[config.mk]
export PLATFORM = sky130hd
export DESIGN_NAME = pong_referee
export DESIGN_NICKNAME = d
export VERILOG_FILES = /design/src/rtl/pong_pkg.sv /design/src/rtl/edge_rise.sv /design/src/rtl/pong_referee.sv
export SDC_FILE = /design/constraint.sdc
export NUM_CORES = 1
export LEC_CHECK = 0
export CAP_MARGIN = 20
export CORE_MARGIN = 10
export CORE_UTILIZATION = 33
export CTS_CLUSTER_DIAMETER = 200
export DETAILED_ROUTE_END_ITERATION = 8
export SLEW_MARGIN = 0
export SYNTH_ARGS = -nofsm -noshare
export SYNTH_HDL_FRONTEND = slang
export SYNTH_SLANG_ARGS = --single-unit
[constraint.sdc]
create_clock -name clk -period 4.2 [get_ports clk]
set_clock_uncertainty 0.2 [all_clocks]
set_input_delay 1.05 -clock clk [delete_from_list [all_inputs] [get_ports clk]]
set_output_delay 1.05 -clock clk [all_outputs]
set_load 0.02 [all_outputs]
[src/rtl/pong_pkg.sv]
`default_nettype none
// ============================================================================
// pong_pkg : shared state encoding and screen constants for the pong blocks
// Rev 1.0
// ============================================================================
package pong_pkg;

  typedef logic [2:0] state_t;

  localparam state_t ST_IDLE   = 3'd0;
  localparam state_t ST_SERVE  = 3'd1;
  localparam state_t ST_PLAY   = 3'd2;
  localparam state_t ST_SCORED = 3'd3;
  localparam state_t ST_OVER   = 3'd4;

  localparam int unsigned H_ACTIVE = 640;
  localparam int unsigned V_ACTIVE = 480;

  localparam int unsigned WIN_SCORE_DEFAULT = 9;

  // Renderer-side helpers treat every state except PLAY as "ball parked".
  function automatic logic state_holds_ball(input state_t s);
    return (s != ST_PLAY);
  endfunction

endpackage
`default_nettype wire

[src/rtl/edge_rise.sv]
`default_nettype none
// ============================================================================
// edge_rise : one-flop rising-edge detector for a clk-synchronous level input
// Rev 1.0
// ============================================================================
module edge_rise (
  input  logic clk,
  input  logic rst_n,
  input  logic i_d,
  output logic o_rise
);

  logic r_d;
  logic r_armed;

  // A level already high when reset releases is not a press: edges are only
  // reported once one post-reset sample of the input has been taken.
  always_ff @(posedge clk or negedge rst_n) begin
    if (!rst_n) begin
      r_d     <= 1'b0;
      r_armed <= 1'b0;
    end else begin
      r_d     <= i_d;
      r_armed <= 1'b1;
    end
  end

  assign o_rise = i_d & ~r_d & r_armed;

endmodule
`default_nettype wire

[src/rtl/pong_referee.sv]
`default_nettype none
// ============================================================================
// pong_referee : per-frame goal detection, scoring, serve delay and game end
// Rev 1.0
// ============================================================================
module pong_referee
  import pong_pkg::*;
#(
  parameter int unsigned LEFT_GOAL_X  = 2,
  parameter int unsigned RIGHT_GOAL_X = H_ACTIVE - 2,
  parameter int unsigned WIN_SCORE    = WIN_SCORE_DEFAULT,
  parameter int unsigned SERVE_DELAY  = 120
) (
  input  logic       clk,
  input  logic       reset,
  input  logic       frame_tick,
  input  logic       start,
  input  logic [9:0] ball_x,
  output logic [3:0] p1_score,
  output logic [3:0] p2_score,
  output logic       ball_hold,
  output logic       serve_dir,
  output logic       point,
  output logic       game_over,
  output logic       winner
);

  localparam logic [9:0] c_LEFT_X     = 10'(LEFT_GOAL_X);
  localparam logic [9:0] c_RIGHT_X    = 10'(RIGHT_GOAL_X);
  localparam logic [3:0] c_WIN        = 4'(WIN_SCORE);
  localparam logic [7:0] c_SERVE_LAST = 8'(SERVE_DELAY - 1);

  state_t     r_state;
  logic [7:0] r_serve_cnt;
  logic [3:0] r_p1;
  logic [3:0] r_p2;
  logic       r_point;
  logic       r_over;
  logic       r_winner;
  logic       r_dir;

  logic w_start_rise;
  logic w_left_goal;
  logic w_right_goal;
  logic w_p1_wins;
  logic w_p2_wins;

  edge_rise u_start_edge (
    .clk    (clk),
    .rst_n  (reset),
    .i_d    (start),
    .o_rise (w_start_rise)
  );

  assign w_left_goal  = (ball_x < c_LEFT_X);
  assign w_right_goal = (ball_x > c_RIGHT_X);
  assign w_p1_wins    = (r_p1 == c_WIN);
  assign w_p2_wins    = (r_p2 == c_WIN);

  always_ff @(posedge clk or negedge reset) begin
    if (!reset) begin
      r_state     <= ST_IDLE;
      r_serve_cnt <= 8'd0;
      r_p1        <= 4'd0;
      r_p2        <= 4'd0;
      r_point     <= 1'b0;
      r_over      <= 1'b0;
      r_winner    <= 1'b0;
      r_dir       <= 1'b0;
    end else begin
      r_point <= 1'b0;
      case (r_state)
        ST_IDLE: begin
          if (w_start_rise) begin
            r_state     <= ST_SERVE;
            r_serve_cnt <= 8'd0;
            r_dir       <= 1'b1;
          end
        end
        ST_SERVE: begin
          if (frame_tick) begin
            if (r_serve_cnt == c_SERVE_LAST) begin
              r_state <= ST_PLAY;
            end else begin
              r_serve_cnt <= r_serve_cnt + 8'd1;
            end
          end
        end
        ST_PLAY: begin
          // Left edge wins a tie by ordering; the two windows cannot overlap.
          if (frame_tick) begin
            if (w_left_goal) begin
              r_p2    <= r_p2 + 4'd1;
              r_dir   <= 1'b0;
              r_point <= 1'b1;
              r_state <= ST_SCORED;
            end else if (w_right_goal) begin
              r_p1    <= r_p1 + 4'd1;
              r_dir   <= 1'b1;
              r_point <= 1'b1;
              r_state <= ST_SCORED;
            end
          end
        end
        ST_SCORED: begin
          if (w_p1_wins || w_p2_wins) begin
            r_state  <= ST_OVER;
            r_over   <= 1'b1;
            r_winner <= w_p2_wins;
          end else begin
            r_state     <= ST_SERVE;
            r_serve_cnt <= 8'd0;
          end
        end
        ST_OVER: begin
          if (w_start_rise) begin
            r_p1        <= 4'd0;
            r_p2        <= 4'd0;
            r_over      <= 1'b0;
            r_winner    <= 1'b0;
            r_dir       <= 1'b1;
            r_serve_cnt <= 8'd0;
            r_state     <= ST_SERVE;
          end
        end
        default: begin
          r_state <= ST_IDLE;
        end
      endcase
    end
  end

  assign p1_score  = r_p1;
  assign p2_score  = r_p2;
  assign ball_hold = state_holds_ball(r_state);
  assign serve_dir = r_dir;
  assign point     = r_point;
  assign game_over = r_over;
  assign winner    = r_winner;

endmodule
`default_nettype wire

==> impl_metrics.py, run 1 <==
metrics = {
    "pwr": {
        "vdd_drop_max_uv": 181,
        "switchingPower_uw": 200,
        "intPower_uw": 417,
        "p_sw_frac": 0.325,
        "p_comb_frac": 0.243,
        "power.density_nw_per_um2": 349,
        "pwr-share-seq": 0.520,
        "p_leak_nw": 0.774,
        "pwr-share-clk": 0.236,
    },
    "sta": {
        "period_needed_ps": 3100,
        "relSlewSlack": 0.637,
        "whs_ps": 291,
        "finalSetupViolCount": 0,
        "setup_slack_ps": 1100,
        "worst_slew_pin_slew_ps": 541,
        "fin_tns_setup_ps": 0,
        "rsz0062_at_grt": "false",
        "hold_viol": 0,
        "maxSlewViolCount": 0,
        "period_share": 0.737,
        "clock.fmax_ghz": 0.323,
    },
    "worst_setup_path": {
        "worst-path-buf-inv": 1,
        "critPathTopFamily": "buffers and inverters",
        "path_max_fanout": 10,
        "path_depth": 2,
        "worst_ep_required_time_ps": 2950,
        "critPathMaxStageDelay_ps": 570,
        "cp.arrival_ps": 1850,
        "path_cells": "or3b_2 > clkdlybuf4s50_1",
        "cp_slowest_cell": "clkdlybuf4s50_1",
        "setup.worst_path.class": "flip-flop to primary output",
        "endpoint_kind": "primary output",
        "rr_worst_depth": 6,
        "start_kind": "flip-flop",
    },
    "placement": {
        "gp_congestion": 0.831,
        "port_buffers": 26,
        "dp.cells": 217,
        "preCtsSetupSlack_ps": 1320,
        "dp_hpwl_mm": 2.56,
    },
    "synth": {
        "synth_warnings": 0,
        "avgSynthCellArea_um2": 9.97,
        "synthFlopType": "dfrtp_1",
        "synth-edff-count": 0,
        "post-synth-top-count-cell": "dfrtp_1",
        "netlist_area_um2": 1420,
        "synthesis.nets": 161,
        "yosys.area.top_type": "dfrtp_1",
        "ys_ff_latch": 25,
        "seq_area_frac_synth": 0.442,
        "ys_types": 41,
        "synth_cells": 142,
        "ys_top_cells_by_area": "dfrtp_1 (44%), ha_1 (4.4%), mux2i_1 (3.5%), nand3_1 (3.5%), o21ai_0 (2.8%)",
        "async_reset_ff_frac": 1.00,
        "yosysTopAreaCellShare": 0.442,
        "yosys-top-cells-count": "dfrtp_1 (25), nand2_1 (10), nand3_1 (10)",
    },
    "floorplanning": {
        "ios": 27,
        "die_y_um": 85.5,
        "die_x_um": 85.5,
        "std_cell_rows": 23,
        "core_area_um2": 4090,
        "initial_utilization": 0.346,
        "die_area_um2": 7310,
    },
    "clock_network": {
        "clkSinkCount": 25,
        "cts_buffer_depth": 2,
        "cts_tree": "built",
        "clk_pin_slew_ps": 90,
        "numCtsBuffers": 3,
        "cts_root_buf": "clkbuf_8",
        "cts_setup_buffers": 0,
        "cts.hold.buffers_added": 0,
        "cts.htree.levels": 1,
        "clk_latency_ps": 270,
        "cts_resized": 0,
    },
    "outcome": {
        "status": "finished, final reports clean",
    },
    "min_path": {
        "min-delay-path-class": "flip-flop to flip-flop",
        "hold_depth": 1,
    },
    "grt": {
        "track_usage": 0.0927,
        "gr-total-overflow": 0,
        "antenna_found_initial": 0,
        "grt_pass1_wl_mm": 5.71,
        "grt_max_degree": 26,
        "grt_pass1_vias": 1239,
    },
    "detailed_routing": {
        "remaining_drc_errors": 0,
        "drtAntennaViolNets": 0,
        "num_vias": 1202,
        "wl_mm": 3.25,
        "via_per_inst": 5.44,
        "wire_per_inst_um": 14.7,
        "drt_pre_antenna_iters": 4,
        "drt_iter0_markers": 74,
    },
    "cells_and_area": {
        "nets": 191,
        "n_antenna_cell": 0,
        "final_cells": 221,
        "final_layout_size_suffix_gt1_frac": 0.0702,
        "areaGrowthSynthToFinish_pct": 24.9,
    },
    "run": {
        "max-cap-violations": 0,
    },
}
-- layer usage --
metal | track usage | up-vias | routed length [um] | part of all wire
met3 | 0.0220 | 8 | 166 | 0.051
li1 | - | 588 | - | -
met5 | 0 | - | 0 | 0
met2 | 0.146 | 33 | 1480 | 0.45
met4 | 0.0539 | 0 | 87 | 0.027
met1 | 0.112 | 573 | 1520 | 0.47
-- worst register-to-register path: stages (launching register included) --
cell	delay, ps
dfrtp_1	430
inv_1	70
ha_1	180
nand3b_1	120
o21ai_0	190
o211ai_2	440
mux2i_1	240
-- area by class of cell --
| class | instances | area (um2) |
|---|---|---|
| tap | 50 | 62.6 |
| timing repair buffer | 27 | 268 |
| fill | 403 | 2320 |
| multi-input combinational | 106 | 733 |
| clock buffer | 4 | 45.0 |
| inverter | 9 | 33.8 |
| sequential | 25 | 626 |
-- final timing paths --
check / start / end / slack [ps]
worst max-delay path: r_state[2] / ball_hold / 1100
worst min-delay path: game_over / game_over / 290
worst max register to register: p2_score[1] / r_serve_cnt[1] / 2260
worst min register to register: game_over / game_over / 290
max in group asynchronous: reset / r_serve_cnt[1] / 2620
min in group asynchronous: reset / p1_score[0] / 930
-- through the flow --
stage / cell area [um2] / util / power, mW
CTS: 1770 / 0.433 / 0.620
floorplan: 1420 / - / 0.412
global placement: 1720 / 0.422 / 0.468
global route: 1770 / 0.433 / 0.658
finish: 1770 / 0.433 / 0.618
detailed placement: 1720 / 0.422 / 0.477
-- cell families after synthesis --
family	after synthesis	synth area share
flops	25	0.442
simple gates	59	0.270
mux	5	0.0354
fa+ha+maj	5	0.0442
compound gates	36	0.166
buf+inv	11	0.0398
other cells	1	0.00265
-- power by group through the flow --
stage          logic [mW]  registers, mW  clock network, mW
6_report            0.150          0.321              0.146
5_1_grt             0.172          0.329              0.157
4_1_cts             0.152          0.321              0.148
3_5_place_dp        0.152          0.325                  0
3_3_place_gp        0.145          0.322                  0
2_1_floorplan      0.0895          0.323                  0
-- state kept, by name (all words and copies together) (netlist names), 3 cells and up --
| signal | flops |
|---|---|
| p1_score | 4 |
| p2_score | 4 |
| r_serve_cnt | 8 |
| r_state | 3 |
-- cell usage in the layout, fill, tap and decap left out, types with 3 or more instances in the layout --
cell type / synthesis / final
nor2b_1: 3 / 3
dfrtp_1: 25 / 25
clkdlybuf4s50_1: 0 / 26
nor2_1: 6 / 6
nand2b_1: 4 / 4
o21ai_0: 8 / 8
a21oi_1: 7 / 7
mux2i_1: 5 / 5
and3_1: 4 / 4
nand2_1: 10 / 10
inv_1: 9 / 9
nand3_1: 10 / 10
nand3b_1: 5 / 5
ha_1: 5 / 5
a31oi_1: 5 / 5
clkbuf_8: 0 / 3
Power figures use the tool's default switching activity.
==> run 2, diff against run 1 <==
==> constraint.sdc (replaced) <==
create_clock -name clk -period 2.77 [get_ports clk]
set_clock_uncertainty 0.2 [all_clocks]
set_input_delay 0.6925 -clock clk [delete_from_list [all_inputs] [get_ports clk]]
set_output_delay 0.6925 -clock clk [all_outputs]
set_load 0.02 [all_outputs]
==> impl_metrics.py, run 2 (same netlist as run 1, synthesis figures left out) <==
metrics = {
    "outcome": {
        "status": "finished, final reports clean",
    },
    "worst_setup_path": {
        "cp.arrival_ps": 1500,
        "critPathTopFamily": "simple AND/OR/NAND/NOR gates",
        "worst_ep_required_time_ps": 1880,
        "endpoint_kind": "primary output",
        "path_max_fanout": 8,
        "critPathMaxStageDelay_ps": 550,
        "start_kind": "flip-flop",
        "cp_slowest_cell": "or3b_2",
        "setup.worst_path.class": "flip-flop to primary output",
        "worst-path-buf-inv": 1,
        "path_cells": "or3b_2 > dlymetal6s2s_1",
        "cp-startpoint": "r_state[0]",
        "reg2reg_from": "p2_score[1]",
    },
    "min_path": {
        "min_from": "game_over",
        "min-delay-path-class": "flip-flop to flip-flop",
    },
    "pwr": {
        "pwr-share-clk": 0.232,
        "vdd_drop_max_uv": 202,
        "p_comb_frac": 0.245,
        "power.density_nw_per_um2": 522,
        "pwr-share-seq": 0.523,
        "p_leak_nw": 0.790,
        "p_sw_frac": 0.323,
        "switchingPower_uw": 303,
        "intPower_uw": 634,
    },
    "detailed_routing": {
        "via_per_inst": 5.44,
        "drt_pre_antenna_iters": 5,
        "remaining_drc_errors": 0,
        "drt_iter0_markers": 65,
        "num_vias": 1218,
        "wl_mm": 3.47,
        "wire_per_inst_um": 15.5,
        "drtAntennaViolNets": 0,
    },
    "floorplanning": {
        "die_x_um": 85.5,
        "initial_utilization": 0.346,
        "die_y_um": 85.5,
        "std_cell_rows": 23,
        "die_area_um2": 7310,
        "ios": 27,
        "core_area_um2": 4090,
    },
    "grt": {
        "antenna_found_initial": 0,
        "grt_pass1_vias": 1221,
        "grt_max_degree": 26,
        "track_usage": 0.0957,
        "gr-total-overflow": 0,
        "grt_pass1_wl_mm": 5.88,
    },
    "cells_and_area": {
        "finish.utilization": 0.439,
        "areaGrowthSynthToFinish_pct": 26.7,
        "final_cells": 224,
        "fillers": 388,
        "post-route-cell-area_um2": 1790,
        "largest_reg_flops": 8,
        "regMostFlops": "r_serve_cnt",
        "final_layout_size_suffix_gt1_frac": 0.0862,
        "layout_common_cells": "dfrtp_1 (25), clkdlybuf4s50_1 (25), nand2_1 (10), nand3_1 (10), inv_1 (9)",
        "n_antenna_cell": 0,
        "nets": 194,
    },
    "sta": {
        "fin_tns_setup_ps": 0,
        "period_needed_ps": 2390,
        "clock.fmax_ghz": 0.418,
        "maxSlewViolCount": 0,
        "finalSetupViolCount": 0,
        "setup_slack_ps": 376,
        "rsz0062_at_grt": "false",
        "hold_viol": 0,
        "period_share": 0.864,
    },
    "clock_network": {
        "clkSinkCount": 25,
        "clk_latency_ps": 260,
        "cts_tree": "built",
        "clk_pin_slew_ps": 90,
        "cts_setup_buffers": 0,
        "cts_root_buf": "clkbuf_8",
        "cts_buffer_depth": 2,
        "cts.htree.levels": 1,
        "numCtsBuffers": 3,
        "cts.hold.buffers_added": 0,
    },
    "placement": {
        "port_buffers": 26,
        "placed_area_um2": 1750,
        "dp.cells": 220,
        "gp_congestion": 0.839,
        "preCtsSetupSlack_ps": 247,
        "dp_hpwl_mm": 2.67,
    },
    "run": {
        "max-cap-violations": 0,
    },
}
## run 2: cell types whose count changed in the layout (fill, tap and decap cells not counted), sizes merged
cell	previous run	this run
buf	1	4
clkdlybuf4s50	26	25
dlymetal6s2s	0	1
## run 2: path summary, 6_finish.rpt
check | slack, ps | to | depth (start not counted)
setup / recovery | 380 | ball_hold | 2
hold / removal | 290 | game_over | 1
setup reg to reg | 810 | r_serve_cnt[1] | 6
hold reg to reg | 290 | game_over | 1
max in group asynchronous | 1540 | r_serve_cnt[6] | 2
min in group asynchronous | 580 | p1_score[0] | 2
## run 2: layout make-up
| cell class | instances | area, um2 | area share |
|---|---|---|---|
| flip-flops and latches | 25 | 626 | 0.349 |
| repair buffers | 30 | 293 | 0.163 |
| multi-input cells | 106 | 733 | 0.409 |
| clock buffers | 4 | 45.0 | 0.0251 |
| well taps | 50 | 62.6 | 0.0349 |
| inverters | 9 | 33.8 | 0.0188 |
## run 2: what timing repair did
action,4_1_cts,5_1_grt
endpoints found under the hold margin,0,0
resized for setup,0,1
endpoints found under the setup margin,0,1
## run 2: per-layer routing
metal,track usage,part of all wire
met1,0.115,0.45
met4,0.0464,0.027
met3,0.0210,0.049
met2,0.156,0.47
met5,0,0
## run 2: per-stage QoR
stage	hold slack, ps	power, mW
2_1_floorplan	197	0.625
3_3_place_gp	261	0.712
3_5_place_dp	276	0.726
4_1_cts	287	0.940
5_1_grt	311	0.998
6_report	288	0.936
## run 2: power by group through the flow
stage / sequential, mW / combinational (mW) / clock, mW
detailed placement: 0.495 / 0.232 / 0
global placement: 0.489 / 0.223 / 0
finish: 0.490 / 0.230 / 0.217
CTS: 0.488 / 0.232 / 0.220
floorplan: 0.490 / 0.136 / 0
global route: 0.500 / 0.263 / 0.235
==> run 3, diff against run 2 <==
--- a/config.mk
+++ b/config.mk
@@ -6,10 +6,10 @@
 export NUM_CORES = 1
 export LEC_CHECK = 0
 export CAP_MARGIN = 20
-export CORE_MARGIN = 10
 export CORE_UTILIZATION = 33
 export CTS_CLUSTER_DIAMETER = 200
 export DETAILED_ROUTE_END_ITERATION = 8
+export SKIP_LAST_GASP = 1
 export SLEW_MARGIN = 0
 export SYNTH_ARGS = -nofsm -noshare
 export SYNTH_HDL_FRONTEND = slang
==> impl_metrics.py, run 3 (same netlist as run 1, synthesis figures left out) <==
metrics = {
    "sta": {
        "fin_tns_setup_ps": 0,
        "rsz0062_at_grt": "false",
        "period_needed_ps": 2400,
        "period_share": 0.868,
        "clock.fmax_ghz": 0.416,
        "hold_viol": 0,
        "maxSlewViolCount": 0,
        "finalSetupViolCount": 0,
        "setup_slack_ps": 367,
    },
    "detailed_routing": {
        "wl_mm": 3.23,
        "drt_pre_antenna_iters": 4,
        "num_vias": 1216,
        "via_per_inst": 5.48,
        "wire_per_inst_um": 14.6,
        "drt_iter0_markers": 43,
        "remaining_drc_errors": 0,
        "drtAntennaViolNets": 0,
    },
    "outcome": {
        "status": "finished, final reports clean",
    },
    "pwr": {
        "power.density_nw_per_um2": 530,
        "p_leak_nw": 0.777,
        "vdd_drop_max_uv": 226,
    },
    "run": {
        "max-cap-violations": 0,
    },
    "grt": {
        "grt_max_degree": 26,
        "track_usage": 0.162,
        "grt_pass1_wl_mm": 5.41,
        "antenna_found_initial": 0,
        "grt_pass1_vias": 1126,
        "gr-total-overflow": 0,
    },
    "clock_network": {
        "cts_buffer_depth": 2,
        "clkSinkCount": 25,
        "cts.htree.levels": 1,
        "clk_latency_ps": 270,
        "cts_tree": "built",
        "numCtsBuffers": 3,
        "clk_pin_slew_ps": 90,
        "cts_setup_buffers": 0,
        "cts_root_buf": "clkbuf_8",
    },
    "cells_and_area": {
        "fillers": 388,
        "layout_common_cells": "clkdlybuf4s50_1 (25), dfrtp_1 (24), nand2_1 (10), nand3_1 (10), inv_1 (9)",
        "final_common_cell": "clkdlybuf4s50_1",
        "post-route-cell-area_um2": 1780,
        "n_antenna_cell": 0,
        "areaGrowthSynthToFinish_pct": 25.7,
        "nets": 192,
        "regMostFlops": "r_serve_cnt",
        "final_layout_size_suffix_gt1_frac": 0.0814,
        "largest_reg_flops": 8,
    },
    "worst_setup_path": {
        "start_kind": "flip-flop",
        "reg2reg_slack_ps": 830,
        "endpoint_kind": "primary output",
        "cp-endpoint": "ball_hold",
        "setup.worst_path.class": "flip-flop to primary output",
        "reg2reg_from": "p1_score[1]",
        "cp.arrival_ps": 1510,
        "cp-startpoint": "r_state[0]",
        "rr_worst_depth": 6,
        "reg2reg_to": "winner",
        "worst_ep_required_time_ps": 1880,
        "path_max_fanout": 8,
    },
    "floorplanning": {
        "die_y_um": 67.5,
        "ios": 27,
        "initial_utilization": 0.349,
        "std_cell_rows": 23,
        "die_x_um": 67.5,
        "core_area_um2": 4060,
        "die_area_um2": 4550,
    },
    "placement": {
        "preCtsSetupSlack_ps": 260,
        "dp_hpwl_mm": 2.45,
        "gp_congestion": 0.740,
        "port_buffers": 26,
        "placed_area_um2": 1730,
    },
    "min_path": {
        "min-delay-path-class": "flip-flop to flip-flop",
    },
}
-- run 3: critical path, cell delays in order, from the launching register on --
cell and delay [ps]:
dfrtp_1 460, or3b_2 540, dlymetal6s2s_1 230
-- run 3: layer usage --
layer  track usage  vias up  wire length (um)
met5             0        -                 0
met4        0.0638        0                63
met3        0.0203        7                65
met1         0.212      606              1480
met2         0.267       22              1620
li1              -      581                 -
-- run 3: how the worst min path moves through the flow --
stage | start | to | slack (ps) | cells past startpoint
floorplan | reset | game_over | 200 | 0
global placement | game_over | game_over | 260 | 1
detailed placement | game_over | game_over | 270 | 1
CTS | game_over | game_over | 290 | 1
global route | game_over | game_over | 310 | 1
finish | game_over | game_over | 280 | 1
-- run 3: power by group --
part / internal, mW / total (mW) / switching [mW]
Sequential: 0.419 / 0.490 / 0.0706
Combinational: 0.111 / 0.228 / 0.117
Clock: 0.103 / 0.224 / 0.121
-- run 3: layout make-up --
| class | count | area (um2) | share of cell area |
|---|---|---|---|
| Multi-Input combinational cell | 106 | 733 | 0.412 |
| Sequential cell | 25 | 627 | 0.352 |
| Timing Repair Buffer | 28 | 278 | 0.156 |
| Tap cell | 50 | 62.6 | 0.0352 |
| Clock buffer | 4 | 45.0 | 0.0253 |
| Inverter | 9 | 33.8 | 0.0190 |
-- run 3: metrics by stage --
stage,utilization,total power [mW],hold slack (ps),cells
detailed placement,0.426,0.726,268,218
global route,0.438,1.01,306,222
CTS,0.438,0.947,288,222
finish,0.438,0.942,280,222
global placement,0.426,0.709,260,218
floorplan,-,0.625,197,142
-- run 3: repair_timing --
item,CTS,global route
hold buffers,0,0
hold endpoints to repair,0,0
resized for setup,0,2
setup endpoints to repair,0,1
